**config.mk**
```make
export PLATFORM = sky130hd
export DESIGN_NAME = fifo_rd_packer_flat
export DESIGN_NICKNAME = d
export VERILOG_FILES = /design/src/rtl/fifo_rd_packer_if.sv /design/src/rtl/fifo_rd_packer.sv /design/src/flat_wrapper.sv
export SDC_FILE = /design/constraint.sdc
export NUM_CORES = 1
export LEC_CHECK = 0
export CAP_MARGIN = 10
export CORE_MARGIN = 10
export CORE_UTILIZATION = 25
export CTS_CLUSTER_SIZE = 14
export DETAILED_ROUTE_END_ITERATION = 10
export REMOVE_ABC_BUFFERS = 1
export SLEW_MARGIN = 25
export SYNTH_ARGS = -nofsm -noshare
export SYNTH_HDL_FRONTEND = slang
export SYNTH_SLANG_ARGS = --single-unit
export TNS_END_PERCENT = 5
```
**constraint.sdc**
```tcl
create_clock -name rClk -period 2 [get_ports rClk]
set_clock_uncertainty 0.2 [all_clocks]
set_input_delay 0.3 -clock rClk [delete_from_list [all_inputs] [get_ports rClk]]
set_output_delay 0.3 -clock rClk [all_outputs]
set_load 0.01 [all_outputs]
```
**src/rtl/fifo_rd_packer_if.sv**
```systemverilog
`default_nettype none
// ============================================================================
// Interface     : fifo_rd_packer_if
// Description   : Bundles the FIFO read port and the packed output stream of
//                 fifo_rd_packer.
//                 master : packer side (pops FIFO, drives the output stream)
//                 slave  : environment side (FIFO read port, downstream sink)
//                 Signals:
//                   fifoEmpty  FIFO empty flag
//                   fifoREn    FIFO pop strobe
//                   fifoRData  FIFO read data, valid the cycle after a pop
//                   outData    packed word, lane k = [k*DATA_WIDTH +: DATA_WIDTH]
//                   outValid   outData holds a word
//                   outReady   downstream accepts the word
//                   flush      (PACKER_FLUSH_EN only) emit a partial word
//                   outKeep    (PACKER_FLUSH_EN only) per-lane valid mask
// Config macro  : PACKER_FLUSH_EN adds flush/outKeep
// Revision      : 1.0 - initial release
// ============================================================================
interface fifo_rd_packer_if #(
  parameter int DATA_WIDTH = 4,
  parameter int PACK_RATIO = 4
);
  logic                           fifoEmpty;
  logic                           fifoREn;
  logic [DATA_WIDTH-1:0]          fifoRData;
  logic [DATA_WIDTH*PACK_RATIO-1:0] outData;
  logic                           outValid;
  logic                           outReady;
`ifdef PACKER_FLUSH_EN
  logic                           flush;
  logic [PACK_RATIO-1:0]          outKeep;
`endif

  modport master (
    input  fifoEmpty, fifoRData, outReady,
    output fifoREn, outData, outValid
`ifdef PACKER_FLUSH_EN
    , input flush, output outKeep
`endif
  );

  modport slave (
    output fifoEmpty, fifoRData, outReady,
    input  fifoREn, outData, outValid
`ifdef PACKER_FLUSH_EN
    , output flush, input outKeep
`endif
  );
endinterface
`default_nettype wire

```
**src/rtl/fifo_rd_packer.sv**
```systemverilog
`default_nettype none
// ============================================================================
// Module        : fifo_rd_packer
// Description   : Read-side consumer of the asynchronous FIFO. Pops narrow
//                 words and packs PACK_RATIO of them little-endian (first
//                 word in lane 0) into one wide word on a valid/ready stream.
// Ports         : rClk   read-domain clock
//                 rRstN  asynchronous active-low reset
//                 bus    fifo_rd_packer_if.master (FIFO read port + stream)
// Config macro  : PACKER_FLUSH_EN - adds flush input and outKeep lane mask;
//                 a flush emits the partially filled accumulator.
// Revision      : 1.0 - initial release
// ============================================================================
module fifo_rd_packer #(
  parameter int DATA_WIDTH = 4,
  parameter int PACK_RATIO = 4
) (
  input  logic                rClk,
  input  logic                rRstN,
  fifo_rd_packer_if.master    bus
);
  localparam int OUT_W = DATA_WIDTH * PACK_RATIO;
  localparam int CW    = $clog2(PACK_RATIO + 1);
  localparam logic [CW:0] FULL = (CW + 1)'(PACK_RATIO);

  logic [OUT_W-1:0] acc;
  logic [CW-1:0]    lane_cnt;
  logic             inflight;
  logic [OUT_W-1:0] out_data;
  logic             out_valid;
  logic             flush_pend;

  logic             full;
  logic             xfer;
  logic [CW:0]      eff;
  logic             pop;
  logic [CW-1:0]    wr_lane;
  logic             partial;
  logic [OUT_W-1:0] partial_data;

  always_comb begin
    full    = ({1'b0, lane_cnt} == FULL);
    xfer    = full && (!out_valid || bus.outReady);
    // Occupancy the accumulator will have after this edge, counting the word
    // already in flight; a pop is only issued if its data has a lane to land in.
    eff     = {1'b0, (xfer ? {CW{1'b0}} : lane_cnt)} + (CW + 1)'(inflight);
    pop     = rRstN && !bus.fifoEmpty && (eff < FULL) && !flush_pend;
    wr_lane = xfer ? {CW{1'b0}} : lane_cnt;
  end

`ifdef PACKER_FLUSH_EN
  logic [PACK_RATIO-1:0] keep_mask;
  logic                  flush_clear;
  logic                  out_keep;

  always_comb begin
    keep_mask    = '0;
    partial_data = '0;
    for (int k = 0; k < PACK_RATIO; k++) begin
      if ((CW + 1)'(k) < {1'b0, lane_cnt}) begin
        keep_mask[k] = 1'b1;
        partial_data[k*DATA_WIDTH +: DATA_WIDTH] = acc[k*DATA_WIDTH +: DATA_WIDTH];
      end
    end
    // A flush only acts once the last popped word has landed.
    partial     = flush_pend && !inflight && (lane_cnt != '0) && !full &&
                  (!out_valid || bus.outReady);
    flush_clear = flush_pend && !inflight && ((lane_cnt == '0) || partial);
  end

  logic [PACK_RATIO-1:0] keep_r;

  always_ff @(posedge rClk or negedge rRstN) begin
    if (!rRstN) begin
      flush_pend <= 1'b0;
      keep_r     <= '0;
    end else begin
      if (!flush_pend && bus.flush)
        flush_pend <= 1'b1;
      else if (flush_clear)
        flush_pend <= 1'b0;
      if (xfer)
        keep_r <= '1;
      else if (partial)
        keep_r <= keep_mask;
    end
  end

  assign out_keep    = 1'b0;
  assign bus.outKeep = keep_r;
`else
  assign flush_pend   = 1'b0;
  assign partial      = 1'b0;
  assign partial_data = '0;
`endif

  always_ff @(posedge rClk or negedge rRstN) begin
    if (!rRstN) begin
      acc       <= '0;
      lane_cnt  <= '0;
      inflight  <= 1'b0;
      out_data  <= '0;
      out_valid <= 1'b0;
    end else begin
      inflight <= pop;

      if (inflight) begin
        for (int k = 0; k < PACK_RATIO; k++) begin
          if (wr_lane == CW'(k))
            acc[k*DATA_WIDTH +: DATA_WIDTH] <= bus.fifoRData;
        end
      end

      // On xfer a word landing this cycle starts the next output word.
      if (xfer)
        lane_cnt <= CW'(inflight);
      else if (partial)
        lane_cnt <= '0;
      else if (inflight)
        lane_cnt <= lane_cnt + CW'(1);

      if (xfer) begin
        out_data  <= acc;
        out_valid <= 1'b1;
      end else if (partial) begin
        out_data  <= partial_data;
        out_valid <= 1'b1;
      end else if (out_valid && bus.outReady) begin
        out_valid <= 1'b0;
      end
    end
  end

  assign bus.fifoREn  = pop;
  assign bus.outData  = out_data;
  assign bus.outValid = out_valid;
endmodule
`default_nettype wire

```
**src/flat_wrapper.sv**
```systemverilog
// flat-port wrapper written by rule: the top's interface ports become plain ports
module fifo_rd_packer_flat 
#(
  parameter int DATA_WIDTH = 4,
  parameter int PACK_RATIO = 4
)
  (rClk, rRstN, bus_fifoEmpty, bus_fifoRData, bus_outReady, bus_fifoREn, bus_outData, bus_outValid);
  fifo_rd_packer_if #(.DATA_WIDTH(DATA_WIDTH), .PACK_RATIO(PACK_RATIO)) bus_i ();
  input  logic rClk;
  input  logic rRstN;
  input wire logic [$bits(bus_i.fifoEmpty)-1:0] bus_fifoEmpty;
  input wire logic [$bits(bus_i.fifoRData)-1:0] bus_fifoRData;
  input wire logic [$bits(bus_i.outReady)-1:0] bus_outReady;
  output wire logic [$bits(bus_i.fifoREn)-1:0] bus_fifoREn;
  output wire logic [$bits(bus_i.outData)-1:0] bus_outData;
  output wire logic [$bits(bus_i.outValid)-1:0] bus_outValid;
  assign bus_i.fifoEmpty = bus_fifoEmpty;
  assign bus_i.fifoRData = bus_fifoRData;
  assign bus_i.outReady = bus_outReady;
  assign bus_fifoREn = bus_i.fifoREn;
  assign bus_outData = bus_i.outData;
  assign bus_outValid = bus_i.outValid;
  fifo_rd_packer #(.DATA_WIDTH(DATA_WIDTH), .PACK_RATIO(PACK_RATIO)) u_core (.rClk(rClk), .rRstN(rRstN), .bus(bus_i));
endmodule
```
==> qor.yml, run 1 <==
worst_setup_path:
  critPathMaxStageDelay_ns: 0.37
  arrival_ns: 1.43
  cp-start-kind: "flop"
  slowest_stage: "dfrtp_1"
  ff2ff_path_depth: 6
  crit_path_cell_trace: "inv_2 > ha_1 > nand2_2 > nor2_4 > o211a_1 > buf_2"
  cp_max_fo: 2
  critPathRequiredTime_ns: 1.50
  worstSetupEndpointType: "output port"
  critPathKind: "flop to output port"
drt:
  drt-initial-drc-count: 68
  wl_per_cell_um: 14.4
  drt_first_pass_iters: 2
  route.detailed.drc: 0
  final_antenna_net_count: 0
  wirelength_mm: 3.17
  vias: 942
  vias_per_cell: 4.28
layout:
  nFillCells: 556
  antenna_cells: 0
  multi_input_area_um2: 574
  layout-drive-gt1-share_pct: 35.9
  fin_area_um2: 2010
  nets: 154
  syn2layout_area_growth_pct: 31.0
  ff_latch_area_um2: 926
  mostFrequentLayoutCells: "dfrtp_1 (37), mux2_2 (28), clkdlybuf4s50_1 (24), nand2_1 (10), buf_4 (10)"
  mostFrequentLayoutCell: "dfrtp_1"
timing:
  tns_ns: 0
  setup_viol: 0
  period_needed_ns: 1.93
  max_slew.worst_pin.slew_ns: 0.445
  max-slew-margin-rel_pct: 70.4
  hold_slack_ns: 0.305
  finalMaxSlewViolations: 0
  hold_viol_final: 0
  fmax_mhz: 519
  rsz0062_at_grt: "no"
  fin_crit_sh_pct: 96.3
placement:
  finalWeightedCongestion: 0.733
  dpl_cell_area_um2: 1930
  portBuffers: 25
  dpl.hpwl_mm: 2.40
yosys:
  yosysUniqueCellTypes: 25
  yosys_warnings: 0
  synth-seq-cells: 37
  synth.area.mux_share_pct: 21.2
  synth_compound_area_share_pct: 3.67
  synth_top_family_by_area: "multiplexers"
  syn_area_per_cell_um2: 14.6
  synth_top_flop_cell: "dfrtp_1"
  synth_edf_count: 0
  synth_simple_gate_area_share_pct: 9.63
  synth.cell_area_um2: 1530
  synth_fa_ha_area_share_pct: 1.63
  yosysSeqAreaShare_pct: 60.4
  async_flop_share_pct: 100
  syn_inst: 105
  synth_xor_area_share_pct: 1.14
cts:
  cts.clk_slew.worst_paths_ns: 0.07
  numCtsBuffers: 5
  cts_num_sinks: 37
  cts_hold_buffers: 0
  h-tree-depth: 2
  cts_buffer_depth: 2
  root_buffer: "clkbuf_8"
  cts_tree: "yes"
  clk_latency_ns: 0.28
global_route:
  grt_max_degree: 38
  grt_pass1_wl_mm: 5.37
  grt_pass1_vias: 1067
  grt_overflow: 0
  grt_util_all_layers_pct: 6.72
  antenna_found_initial: 0
power:
  power_density_nw_per_um2: 1520
  p_leak_nw: 0.868
  peakVddDrop_mv: 0.680
hold_path:
  min_path_cells: 1
  hp-class: "flop to flop"
floorplanning:
  dieWidth_um: 98.3
  rows: 28
  start_util_pct: 25.9
  io_pins: 26
  die_y_um: 98.3
  dieArea_um2: 9660
  core_region_area_um2: 5920
status:
  outcome: "finished clean"
job:
  maxCapViolations: 0
-- routing by layer --
| metal | up-vias | track usage (%) | part of all wire, % |
|---|---|---|---|
| li1 | 451 | - | - |
| met1 | 467 | 7.33 | 42 |
| met2 | 20 | 11.1 | 50 |
| met3 | 4 | 3.24 | 6.9 |
| met4 | 0 | 2.32 | 1.1 |
| met5 | - | 0 | 0 |
-- cell families (layout without fill, tap and decap cells) --
| kind of cell | count (synthesis) | in the layout |
|---|---|---|
| buffers and inverters | 6 | 46 |
| AO/OA/AOI/OAI | 8 | 8 |
| multiplexers | 29 | 29 |
| AND/OR/NAND/NOR | 21 | 21 |
| XOR/XNOR | 2 | 2 |
| adder cells (fa/ha/maj) | 2 | 2 |
| flip-flops | 37 | 37 |
-- timing repair --
item	CTS	global route
setup buffers	0	0
hold endpoints to repair	0	0
gates resized for setup	5	0
setup endpoints to repair	1	0
-- where the power goes --
group          internal [mW]  leakage, nW  switching (mW)
logic                  0.744        0.368           0.519
clock network          0.241       0.0450           0.250
registers               1.11        0.455           0.194
total                   2.09        0.868           0.963
-- worst max-delay path, delay by kind of cell (launching register included) --
family                   cells  cell delay, ns
flip-flops                   1            0.37
AO/OA/AOI/OAI                1            0.24
adder cells (fa/ha/maj)      1            0.22
buffers and inverters        2            0.19
AND/OR/NAND/NOR              2            0.13
-- final timing paths --
kind	start	to	slack [ns]
worst max-delay path	u_core.lane_cnt[0]	bus_fifoREn	0.07
worst min-delay path	u_core.acc[5]	u_core.bus.outData[5]	0.31
worst max register to register	u_core.lane_cnt[1]	u_core.bus.outData[6]	0.23
worst min register to register	u_core.acc[5]	u_core.bus.outData[5]	0.31
max in group asynchronous	rRstN	u_core.acc[12]	0.97
min in group asynchronous	rRstN	u_core.lane_cnt[1]	0.32
-- cells in the mapped netlist, drive strengths merged, types with 2 or more instances --
| library cell | count | area share (%) |
|---|---|---|
| buf | 3 | 1.6 |
| dfrtp | 37 | 60 |
| ha | 2 | 1.6 |
| inv | 3 | 0.73 |
| mux2 | 28 | 21 |
| nand2 | 11 | 2.7 |
| nor2 | 3 | 1.2 |
| nor4b | 2 | 3.1 |
| o22ai | 4 | 1.6 |
-- layout make-up --
cell class | instances | share of cell area, %
multi-input combinational | 62 | 28.6
inverter | 3 | 0.561
timing repair buffer | 35 | 16.0
sequential | 37 | 46.1
tap | 75 | 4.67
clock buffer | 6 | 3.61
clock inverter | 2 | 0.498
-- registers in the layout (all words and copies together), names as in the netlist --
signal,count
u_core.bus.outValid,1
u_core.bus.outData,16
u_core.inflight,1
u_core.acc,16
u_core.lane_cnt,3
-- stage by stage --
stage	total power, mW	cells	utilization (%)	setup WS [ns]
after floorplan	1.95	102	-	0.0803
after global placement	2.54	212	32.6	-0.264
after detailed placement	2.60	212	32.6	-0.263
after CTS	3.10	220	33.9	0.0605
after global routing	3.28	220	33.9	0.00372
final	3.06	220	33.9	0.0748
Note: power is estimated with default switching activity, not from simulation.
==> run 2, diff against run 1 <==
Settings changed: CAP_MARGIN 10 to 40.
==> results of run 2 <==
Same layout as run 1: the final DEF is identical, and so are final timing and power.
==> run 3, diff against run 2 <==
Settings changed: PLACE_DENSITY set to 0.45.
==> run 3 against run 2 <==
- clock-buffer cell count did not move
- sequential share of layout area shrank 0.23 points
- via count up 2.2%
- setup slack better by 0.043 ns
- non-clock buffer count is 1 higher
- die area unchanged
==> qor.yml, run 3 (synthesis results as in run 1) <==
status:
  outcome: "finished clean"  # unchanged
drt:
  route.detailed.drc: 0  # unchanged
  drt_first_pass_iters: 3  # was 2
  vias_per_cell: 4.36  # was 4.28
  vias: 963  # was 942
  wirelength_mm: 3.25  # was 3.17 mm
  final_antenna_net_count: 0  # unchanged
  drt-initial-drc-count: 58  # was 68
  wl_per_cell_um: 14.7  # was 14.4 µm
floorplanning:
  die_y_um: 98.3  # unchanged
  dieArea_um2: 9660  # unchanged
  dieWidth_um: 98.3  # unchanged
  start_util_pct: 25.9  # unchanged
  core_region_area_um2: 5920  # unchanged
  io_pins: 26  # unchanged
  rows: 28  # unchanged
layout:
  syn2layout_area_growth_pct: 31.7  # was 31.0%
  fin_area_um2: 2020  # was 2010 µm²
  nFillCells: 589  # was 556
  antenna_cells: 0  # unchanged
  mostFrequentLayoutCells: "dfrtp_1 (37), mux2_2 (28), clkdlybuf4s50_1 (23), nand2_1 (10), buf_4 (10)"  # was dfrtp_1 (37), mux2_2 (28), clkdlybuf4s50_1 (24), nand2_1 (10), buf_4 (10)
  nets: 155  # was 154
  mostFrequentLayoutCell: "dfrtp_1"  # unchanged
  layout-drive-gt1-share_pct: 37.7  # was 35.9%
timing:
  rsz0062_at_grt: "no"  # unchanged
  fmax_mhz: 531  # was 519 MHz
  finalMaxSlewViolations: 0  # unchanged
  fin_crit_sh_pct: 94.1  # was 96.3%
  max-slew-margin-rel_pct: 68.8  # was 70.4%
  period_needed_ns: 1.88  # was 1.93 ns
  hold_viol_final: 0  # unchanged
  setup_ws_ns: 0.118  # was 0.0748 ns
  max_slew.worst_pin.slew_ns: 0.468  # was 0.445 ns
  setup_viol: 0  # unchanged
cts:
  cts.clk_slew.worst_paths_ns: 0.07  # about the same
  cts_tree: "yes"  # unchanged
  cts_num_sinks: 37  # unchanged
  h-tree-depth: 2  # unchanged
  cts_buffer_depth: 2  # unchanged
  numCtsBuffers: 5  # unchanged
  root_buffer: "clkbuf_8"  # unchanged
  clk_latency_ns: 0.29  # was 0.28 ns
global_route:
  antenna_found_initial: 0  # unchanged
  grt_max_degree: 38  # unchanged
  grt_util_all_layers_pct: 7.13  # was 6.72%
  grt_overflow: 0  # unchanged
  grt_pass1_wl_mm: 5.53  # was 5.37 mm
  grt_pass1_vias: 1106  # was 1,067
worst_setup_path:
  cp-start-kind: "primary input"  # was flop
  arrival_ns: 1.38  # was 1.43 ns
  cp_max_fo: 3  # was 2
  critPathRequiredTime_ns: 1.50  # about the same
  critPathKind: "primary input to output port"  # was flop to output port
  r2r_slack_ns: 0.24  # was 0.23 ns
  worstSetupEndpointType: "output port"  # unchanged
power:
  power_density_nw_per_um2: 1510  # was 1520 nW/µm²
  power_frac_clock_pct: 16.3  # was 16.1%
  p_seq_share_pct: 42.1  # was 42.6%
  power_switching_uw: 953  # was 963 µW
  p_leak_nw: 0.870  # was 0.868 nW
  peakVddDrop_mv: 0.514  # was 0.680 mV
  swShare_pct: 31.3  # was 31.5%
  p_int_mw: 2.10  # was 2.09 mW
  p_comb_share_pct: 41.6  # was 41.3%
placement:
  portBuffers: 25  # unchanged
  dpl_cell_area_um2: 1920  # was 1930 µm²
  place_ws_ns: -0.333  # was -0.263 ns
  finalWeightedCongestion: 0.705  # was 0.733
  dpl.hpwl_mm: 2.30  # was 2.40 mm
job:
  maxCapViolations: 0  # unchanged
hold_path:
  hp-class: "flop to flop"  # unchanged
run 3: per-stage QoR:
step / utilization, % / std cells / hold WS [ns] / setup TNS (ns) / power, mW
floorplan: - / 102 / -0.196 / 0 / 1.95
CTS: 34.0 / 221 / 0.312 / 0 / 3.11
global route: 34.1 / 221 / 0.325 / 0 / 3.29
finish: 34.1 / 221 / 0.306 / 0 / 3.05
detailed placement: 32.4 / 211 / 0.215 / -0.333 / 2.58
global placement: 32.4 / 211 / 0.214 / -0.306 / 2.55
run 3: power by group through the flow:
| stage | clock (mW) | combinational [mW] | sequential (mW) |
|---|---|---|---|
| finish | 0.496 | 1.27 | 1.28 |
| global placement | 0 | 1.26 | 1.29 |
| detailed placement | 0 | 1.27 | 1.30 |
| global route | 0.556 | 1.40 | 1.33 |
| floorplan | 0 | 0.551 | 1.40 |
| CTS | 0.526 | 1.29 | 1.29 |
run 3: path summary, 6_finish.rpt:
check	start	end	cells past startpoint
max	bus_outReady	bus_fifoREn	5
min	u_core.bus.outData[0]	u_core.bus.outData[0]	1
max reg2reg	u_core.lane_cnt[0]	u_core.bus.outData[6]	6
min reg2reg	u_core.bus.outData[0]	u_core.bus.outData[0]	1
max in group asynchronous	rRstN	u_core.acc[14]	3
min in group asynchronous	rRstN	u_core.bus.outValid	3
run 3: critical path, cell delays in order:
cell	delay (ns)
clkdlybuf4s50_1	0.44
nor2b_2	0.22
nor2_4	0.06
o211a_1	0.22
buf_2	0.14
run 3: metal layers:
layer	part of all wire (%)	up-vias	GRT usage, %
li1	-	454	-
met1	44	480	7.94
met2	47	23	11.1
met3	8.1	6	3.81
met4	1.7	0	2.98
met5	0	-	0
run 3: layout make-up:
cell class,count,area (µm²),area share (%)
clock buffer,6,72.6,3.60
clock inverter,2,10.0,0.496
inverter,3,11.3,0.558
multi-input combinational,62,579,28.7
sequential,37,926,45.9
tap,75,93.8,4.65
timing repair buffer,36,325,16.1
run 3: repair_timing:
action,4_1_cts,5_1_grt
cloned,0,0
hold buffers,1,0
resized for setup,6,1
endpoints found under the setup margin,1,1
hold endpoints to repair,37,0
pin swaps,0,2
setup buffers,1,0
